File: src/rtl/edge_sample_seq.sv
// rtl/edge_sample_seq.sv - start/delay/capture/handshake sequencer for a DFF sampling datapath
// Define DUAL_EDGE_EN to also sample i_d on the falling edge, giving two bits per capture cycle.
module edge_sample_seq #(
   parameter int NUM_SAMPLES = 8,
   parameter int DLY_W       = 4
) (
   input  logic                               i_clk,
   input  logic                               i_rst,
   input  logic                               i_start,
   input  logic                               i_abort,
   input  logic [DLY_W-1:0]                   i_dly,
   input  logic                               i_d,
   input  logic                               i_ready,
   output logic                               o_busy,
   output logic                               o_valid,
   output logic [NUM_SAMPLES-1:0]             o_data,
   output logic [$clog2(NUM_SAMPLES+1)-1:0]   o_cnt
);

   localparam int CNT_W = $clog2(NUM_SAMPLES+1);
`ifdef DUAL_EDGE_EN
   localparam int SPC = 2;
`else
   localparam int SPC = 1;
`endif
   localparam logic [CNT_W-1:0] CNT_MAX  = CNT_W'(NUM_SAMPLES);
   localparam logic [CNT_W-1:0] CNT_STEP = CNT_W'(SPC);

   typedef enum logic [1:0] {IDLE, WAIT, CAPT, HOLD} state_t;

   state_t                 state_q;
   logic                   busy_q;
   logic                   valid_q;
   logic [NUM_SAMPLES-1:0] data_q;
   logic [NUM_SAMPLES-1:0] data_d;
   logic [CNT_W-1:0]       cnt_q;
   logic [CNT_W-1:0]       cnt_d;
   logic [DLY_W-1:0]       dly_q;

`ifdef DUAL_EDGE_EN
   logic neg_q;

   // Half-cycle sample that becomes the older bit of each captured pair.
   always_ff @(negedge i_clk or posedge i_rst) begin
      if (i_rst) begin
         neg_q <= 1'b0;
      end else begin
         neg_q <= i_d;
      end
   end

   always_comb begin
      data_d = (data_q << SPC) | NUM_SAMPLES'({neg_q, i_d});
   end
`else
   always_comb begin
      data_d = (data_q << SPC) | NUM_SAMPLES'(i_d);
   end
`endif

   always_comb begin
      cnt_d = CNT_MAX;
      if (cnt_q < CNT_MAX - CNT_STEP) begin
         cnt_d = cnt_q + CNT_STEP;
      end
   end

   always_ff @(posedge i_clk or posedge i_rst) begin
      if (i_rst) begin
         state_q <= IDLE;
         busy_q  <= 1'b0;
         valid_q <= 1'b0;
         data_q  <= '0;
         cnt_q   <= '0;
         dly_q   <= '0;
      end else if (i_abort) begin
         // Partial capture is left visible on o_data/o_cnt.
         state_q <= IDLE;
         busy_q  <= 1'b0;
         valid_q <= 1'b0;
      end else begin
         case (state_q)
            IDLE: begin
               if (i_start) begin
                  dly_q   <= i_dly;
                  cnt_q   <= '0;
                  data_q  <= '0;
                  busy_q  <= 1'b1;
                  state_q <= (i_dly == '0) ? CAPT : WAIT;
               end
            end
            WAIT: begin
               dly_q <= dly_q - DLY_W'(1);
               if (dly_q == DLY_W'(1)) begin
                  state_q <= CAPT;
               end
            end
            CAPT: begin
               data_q <= data_d;
               cnt_q  <= cnt_d;
               if (cnt_d == CNT_MAX) begin
                  state_q <= HOLD;
                  busy_q  <= 1'b0;
                  valid_q <= 1'b1;
               end
            end
            HOLD: begin
               if (i_ready) begin
                  state_q <= IDLE;
                  valid_q <= 1'b0;
               end
            end
            default: begin
               state_q <= IDLE;
               busy_q  <= 1'b0;
               valid_q <= 1'b0;
            end
         endcase
      end
   end

   assign o_busy  = busy_q;
   assign o_valid = valid_q;
   assign o_data  = data_q;
   assign o_cnt   = cnt_q;

endmodule

File: config.mk
export PLATFORM = sky130hd
export DESIGN_NAME = edge_sample_seq
export DESIGN_NICKNAME = d
export VERILOG_FILES = /design/src/rtl/edge_sample_seq.sv
export SDC_FILE = /design/constraint.sdc
export NUM_CORES = 1
export LEC_CHECK = 0
export ABC_AREA = 0
export CAP_MARGIN = 40
export CORE_ASPECT_RATIO = 0.9
export CORE_UTILIZATION = 26
export CTS_BUF_LIST = sky130_fd_sc_hd__clkbuf_8
export DETAILED_ROUTE_END_ITERATION = 10
export SLEW_MARGIN = 30
export SYNTH_ARGS = -nofsm -noshare
export SYNTH_HDL_FRONTEND = slang
export SYNTH_SLANG_ARGS = --single-unit
File: constraint.sdc
create_clock -name i_clk -period 2.9 [get_ports i_clk]
set_clock_uncertainty 0.05 [all_clocks]
set_input_delay 0.58 -clock i_clk [delete_from_list [all_inputs] [get_ports i_clk]]
set_output_delay 0.58 -clock i_clk [all_outputs]
set_load 0.05 [all_outputs]
**Yosys cells after proc, flatten, opt, wreduce, memory -nomap -nowiden**

Cells that the tools add are included.

- Word-level logic and storage cells: 54
- Register bits: 20
- Input bits: 10
- Output and inout port bits: 14

- Bitwise operators: 2
- Mux-type cells: 22
- $lt $le $gt $ge: 1
- Eq/ne operators: 10
- Add/subtract/negate cells: 2
- Reduce and logical (&&, ||, !) cells: 11

Operators by type and width:

| operator | count |
|---|---|
| 4-bit case mux with 2 select lines | 2 |
| 8-bit case mux with 2 select lines | 1 |
| 2-bit 2-to-1 mux | 6 |
| 4-bit 2-to-1 mux | 3 |
| 3-bit inequality test (second input constant) | 4 |
| 3-bit AND reduction | 4 |
| 8-bit 2-to-1 mux | 1 |
| 8-bit by 1-bit bitwise OR with 8-bit output | 1 |
| 2-bit case mux with 4 select lines | 1 |
| 1-bit 2-to-1 mux | 6 |
| 3-bit nonzero test | 2 |
| 4-bit by 1-bit adder with 4-bit output (second input constant) | 1 |
| 2-bit equality test (second input constant) | 2 |
| 4-bit by 1-bit equality test with 1-bit output (second input constant) | 1 |
| 4-bit equality test (second input constant) | 1 |
| 4-bit zero test | 1 |
| 4-bit by 3-bit < comparator with 1-bit output (second input constant) | 1 |
| 1-bit case mux with 2 select lines | 2 |
| 4-bit AND reduction | 1 |
| 2-bit nonzero test | 2 |
| 4-bit by 1-bit subtractor with 4-bit output (second input constant) | 1 |
| 2-bit by 1-bit equality test with 1-bit output (second input constant) | 1 |
| 2-bit zero test | 1 |
| 2-bit inequality test (second input constant) | 1 |
| 1-bit inverter | 1 |

**Longest topological paths before layout**

- Depth after elaboration: 6
- Depth in mapped cells: 8
- Gate-level depth less buffers: 6

**Worst setup path before layout**

OpenSTA, ideal clock, no wires.

- Path type: register to register
- Start point: reg cnt_q[0] (netlist: o_cnt[0])
- End point: reg state_q[1]
- Setup slack: 0.996 ns
- Path buffers: 0
- Required time: 2.722 ns
- Cell stages (with the launch flop): 5
- Setup time: 0.128 ns
- Arrival time: 1.726 ns
- Clock period less this slack: 1.904 ns
- Cell sequence: dfrtp_1 -> ha_1 -> a21oi_2 -> a311oi_2 -> mux2_1

- Word-level cells in the longest chain between the ends: 5
- Elaborated cells between the ends (all ways): 6
- Classes of those cells: add/sub: 1; order compare: 1; eq/ne: 2; mux: 1; reduce/logical: 1

Ends and longest elaborated chain:

| item | line | source |
|---|---|---|
| start: declaration | 36 | `logic [CNT_W-1:0] cnt_q;` |
| start signal: assignment | 100 | `cnt_q <= cnt_d;` |
| 4-bit by 1-bit adder with 4-bit output / 4-bit by 3-bit < comparator with 1-bit output (equally long branches) | 64, 63 |  |
| 4-bit 2-to-1 mux * | 63 | `if (cnt_q < CNT_MAX - CNT_STEP) begin` |
| 4-bit equality test * | 101 | `if (cnt_d == CNT_MAX) begin` |
| 3-bit inequality test (no source line) * | n/a |  |
| 4-bit AND reduction (no source line) * | n/a |  |
| end signal: assignment | 89 | `state_q <= (i_dly == '0) ? CAPT : WAIT;` |
| end: declaration | 31 | `state_t state_q;` |

Every way passes the cells marked *; elsewhere a longest branch is shown, timed or not.
A chain may end at the register's enable or synchronous reset.

**Worst setup path in the final report**

- Start point: reg cnt_q[2] (netlist: o_cnt[2])
- End point: out o_cnt[2]

RTL lines:

| item | line | source |
|---|---|---|
| end: declaration | 17 | `output logic [$clog2(NUM_SAMPLES+1)-1:0] o_cnt` |

No word-level cell between the ends.

==> flow_summary.toml <==
[critical_path]
crit_chain = "clkdlybuf4s50_1"
slowest_delay_ns = 0.83
cp_slowest_cell = "clkdlybuf4s50_1"
cp_max_fo = 4
crit_type = "reg -> out"
start_kind = "register"
crit_buf_inv = 1
critPathArrivalTime_ns = 1.50
end_kind = "output port"
cp.required_ns = 2.27
crit_family = "buffers and inverters"

[floorplan]
die_w_um = 70.2
core-area_um2 = 3860
die_area_um2 = 4450
rows = 21
start_util_pct = 28.2
die_h_um = 63.4
ios = 24

[sta]
slew_headroom_pct = 66.3
min_period_ns = 2.13
finalHoldViolCount = 0
grt_setup_unrepaired = "no"
max_freq_mhz = 469
whs_ns = 0.460
drv_slew = 0
fin_crit_sh_pct = 73.5
setup_viol = 0
tns_ns = 0
tightest_slew_ns = 0.504

[synth]
yosys-top-cells-count = "dfrtp_1, nand2_1, inv_1, ha_1, a22o_1"
synth_cell_types = 37
synthMostInstantiatedCell = "dfrtp_1"
syn_nets = 126
synth_area_per_cell_um2 = 9.99
synth.ff_latch_count = 20
netlist.area_leader.share_pct = 46.0
async_flop_share_pct = 100
ys.flop_type = "dfrtp_1"
synth_top_area_cell = "dfrtp_1"
yosysWarnings = 0
synth_edf_count = 0
synth-seq-area-share_pct = 46.0
synthCells = 109
synth_area_um2 = 1090
ys_top_cells_by_area = "dfrtp_1, ha_1, a22o_1"

[placed_design]
gp_congestion = 0.752
post-place-cells = 174
port_buffers = 23
hpwl_mm = 1.77

[grt]
antenna_found_initial = 0
grtUsageTotal_pct = 11.4
grt_max_degree = 21
grt.overflow.total = 0
grt_pass1_vias = 886
grt_pass1_wl_mm = 3.99

[clock_tree]
cts_setup_buffers = 0
cts_tree = "done"
cts_buffers = 3
cts_repair_resize_count = 0
clk_path_buf_depth = 2
cts_root_buffer = "clkbuf_8"
path_clk_slew_ns = 0.07
worstSkewPairLatency_ns = 0.26
cts-htree-levels = 1
cts.sinks = 20
holdBufCountCts = 0

[routing]
num_vias = 874
drc = 0
viasPerCell = 4.88
drt_iter0_drc = 21
dr.pass1.iters = 4
routed_wl_mm = 2.33
ant_nets = 0
wl_per_cell_um = 13.0

[flow_run]
maxCapViolCount = 0

[layout]
fin_cells = 179
fin_nets = 151
area_growth_syn_to_layout_pct = 31.4
post-route-util_pct = 37.0
antennaDiodeCount = 0
drive_gt1_share_pct = 9.02

[pwr]
power.total_w = 0.00106
p_per_area_nw_per_um2 = 744
ir_worst_vdd_mv = 0.290
leakagePower_nw = 0.634

[status]
status = "finished clean"

[worst_hold_path]
holdCritPathClass = "reg -> reg"
-- layout by cell type (no fill, tap or decap), drive strengths merged, types with 2 or more instances in the layout --
| master | netlist | layout |
|---|---|---|
| a21o | 3 | 3 |
| a21oi | 6 | 6 |
| a22o | 6 | 6 |
| a31oi | 2 | 2 |
| buf | 4 | 2 |
| clkbuf | 1 | 4 |
| clkdlybuf4s50 | 0 | 23 |
| dfrtp | 20 | 20 |
| ha | 7 | 7 |
| inv | 9 | 9 |
| mux2i | 2 | 2 |
| nand2 | 12 | 12 |
| nand2b | 3 | 3 |
| nand3 | 2 | 2 |
| nor2 | 4 | 4 |
| nor2b | 2 | 2 |
| o211ai | 3 | 3 |
| o21ai | 7 | 7 |
-- cells by family (layout without fill, tap and decap cells) --
group                    Yosys count  count (layout)  share of synthesized area [%]
AO/OA/AOI/OAI                     35              35                           23.7
multiplexers                       3               3                           2.87
adder cells (fa/ha/maj)            7               7                           8.05
AND/OR/NAND/NOR                   30              30                           14.1
buffers and inverters             14              38                           5.29
flip-flops                        20              20                           46.0
-- power by group --
part	switching (W)	internal (W)
sequential	0.0000540	0.000336
clock	0.0000890	0.000121
combinational	0.000265	0.000199
-- metal layers --
metal | vias up | wire length [µm] | track usage (%)
met2 | 16 | 1130 | 18.4
met3 | 3 | 69 | 3.52
met5 | - | 0 | 0
li1 | 436 | - | -
met4 | 0 | 13 | 3.75
met1 | 419 | 1120 | 14.4
-- flip-flops by register name (all words and copies together), names as in the netlist --
register  flops
o_busy        1
o_valid       1
dly_q         4
o_cnt         4
o_data        8
state_q       2
-- metrics by stage --
step                area (µm²)  setup WS, ns
floorplan                 1090         0.996
global placement          1360         0.591
CTS                       1420         0.753
detailed placement        1360         0.529
finish                    1430         0.769
global route              1430         0.716
-- cell type report --
| cell class | count | area [µm²] |
|---|---|---|
| Clock buffer | 4 | 55.1 |
| Sequential cell | 20 | 500 |
| Inverter | 9 | 33.8 |
| Timing Repair Buffer | 25 | 253 |
| Tap cell | 46 | 57.6 |
| Fill cell | 385 | 2430 |
| Multi-Input combinational cell | 75 | 531 |
-- worst paths after layout --
path                            start         end  slack (ns)  cells after the start
min in group asynchronous       i_rst   o_data[3]        0.54                      2
max reg2reg                state_q[1]  state_q[1]        0.96                      6
min                         o_data[7]   o_data[7]        0.46                      2
max                          o_cnt[2]    o_cnt[2]        0.77                      1
min reg2reg                 o_data[7]   o_data[7]        0.46                      2
max in group asynchronous       i_rst    o_cnt[1]        1.86                      3
No activity file was read; power rests on OpenSTA's default activity.
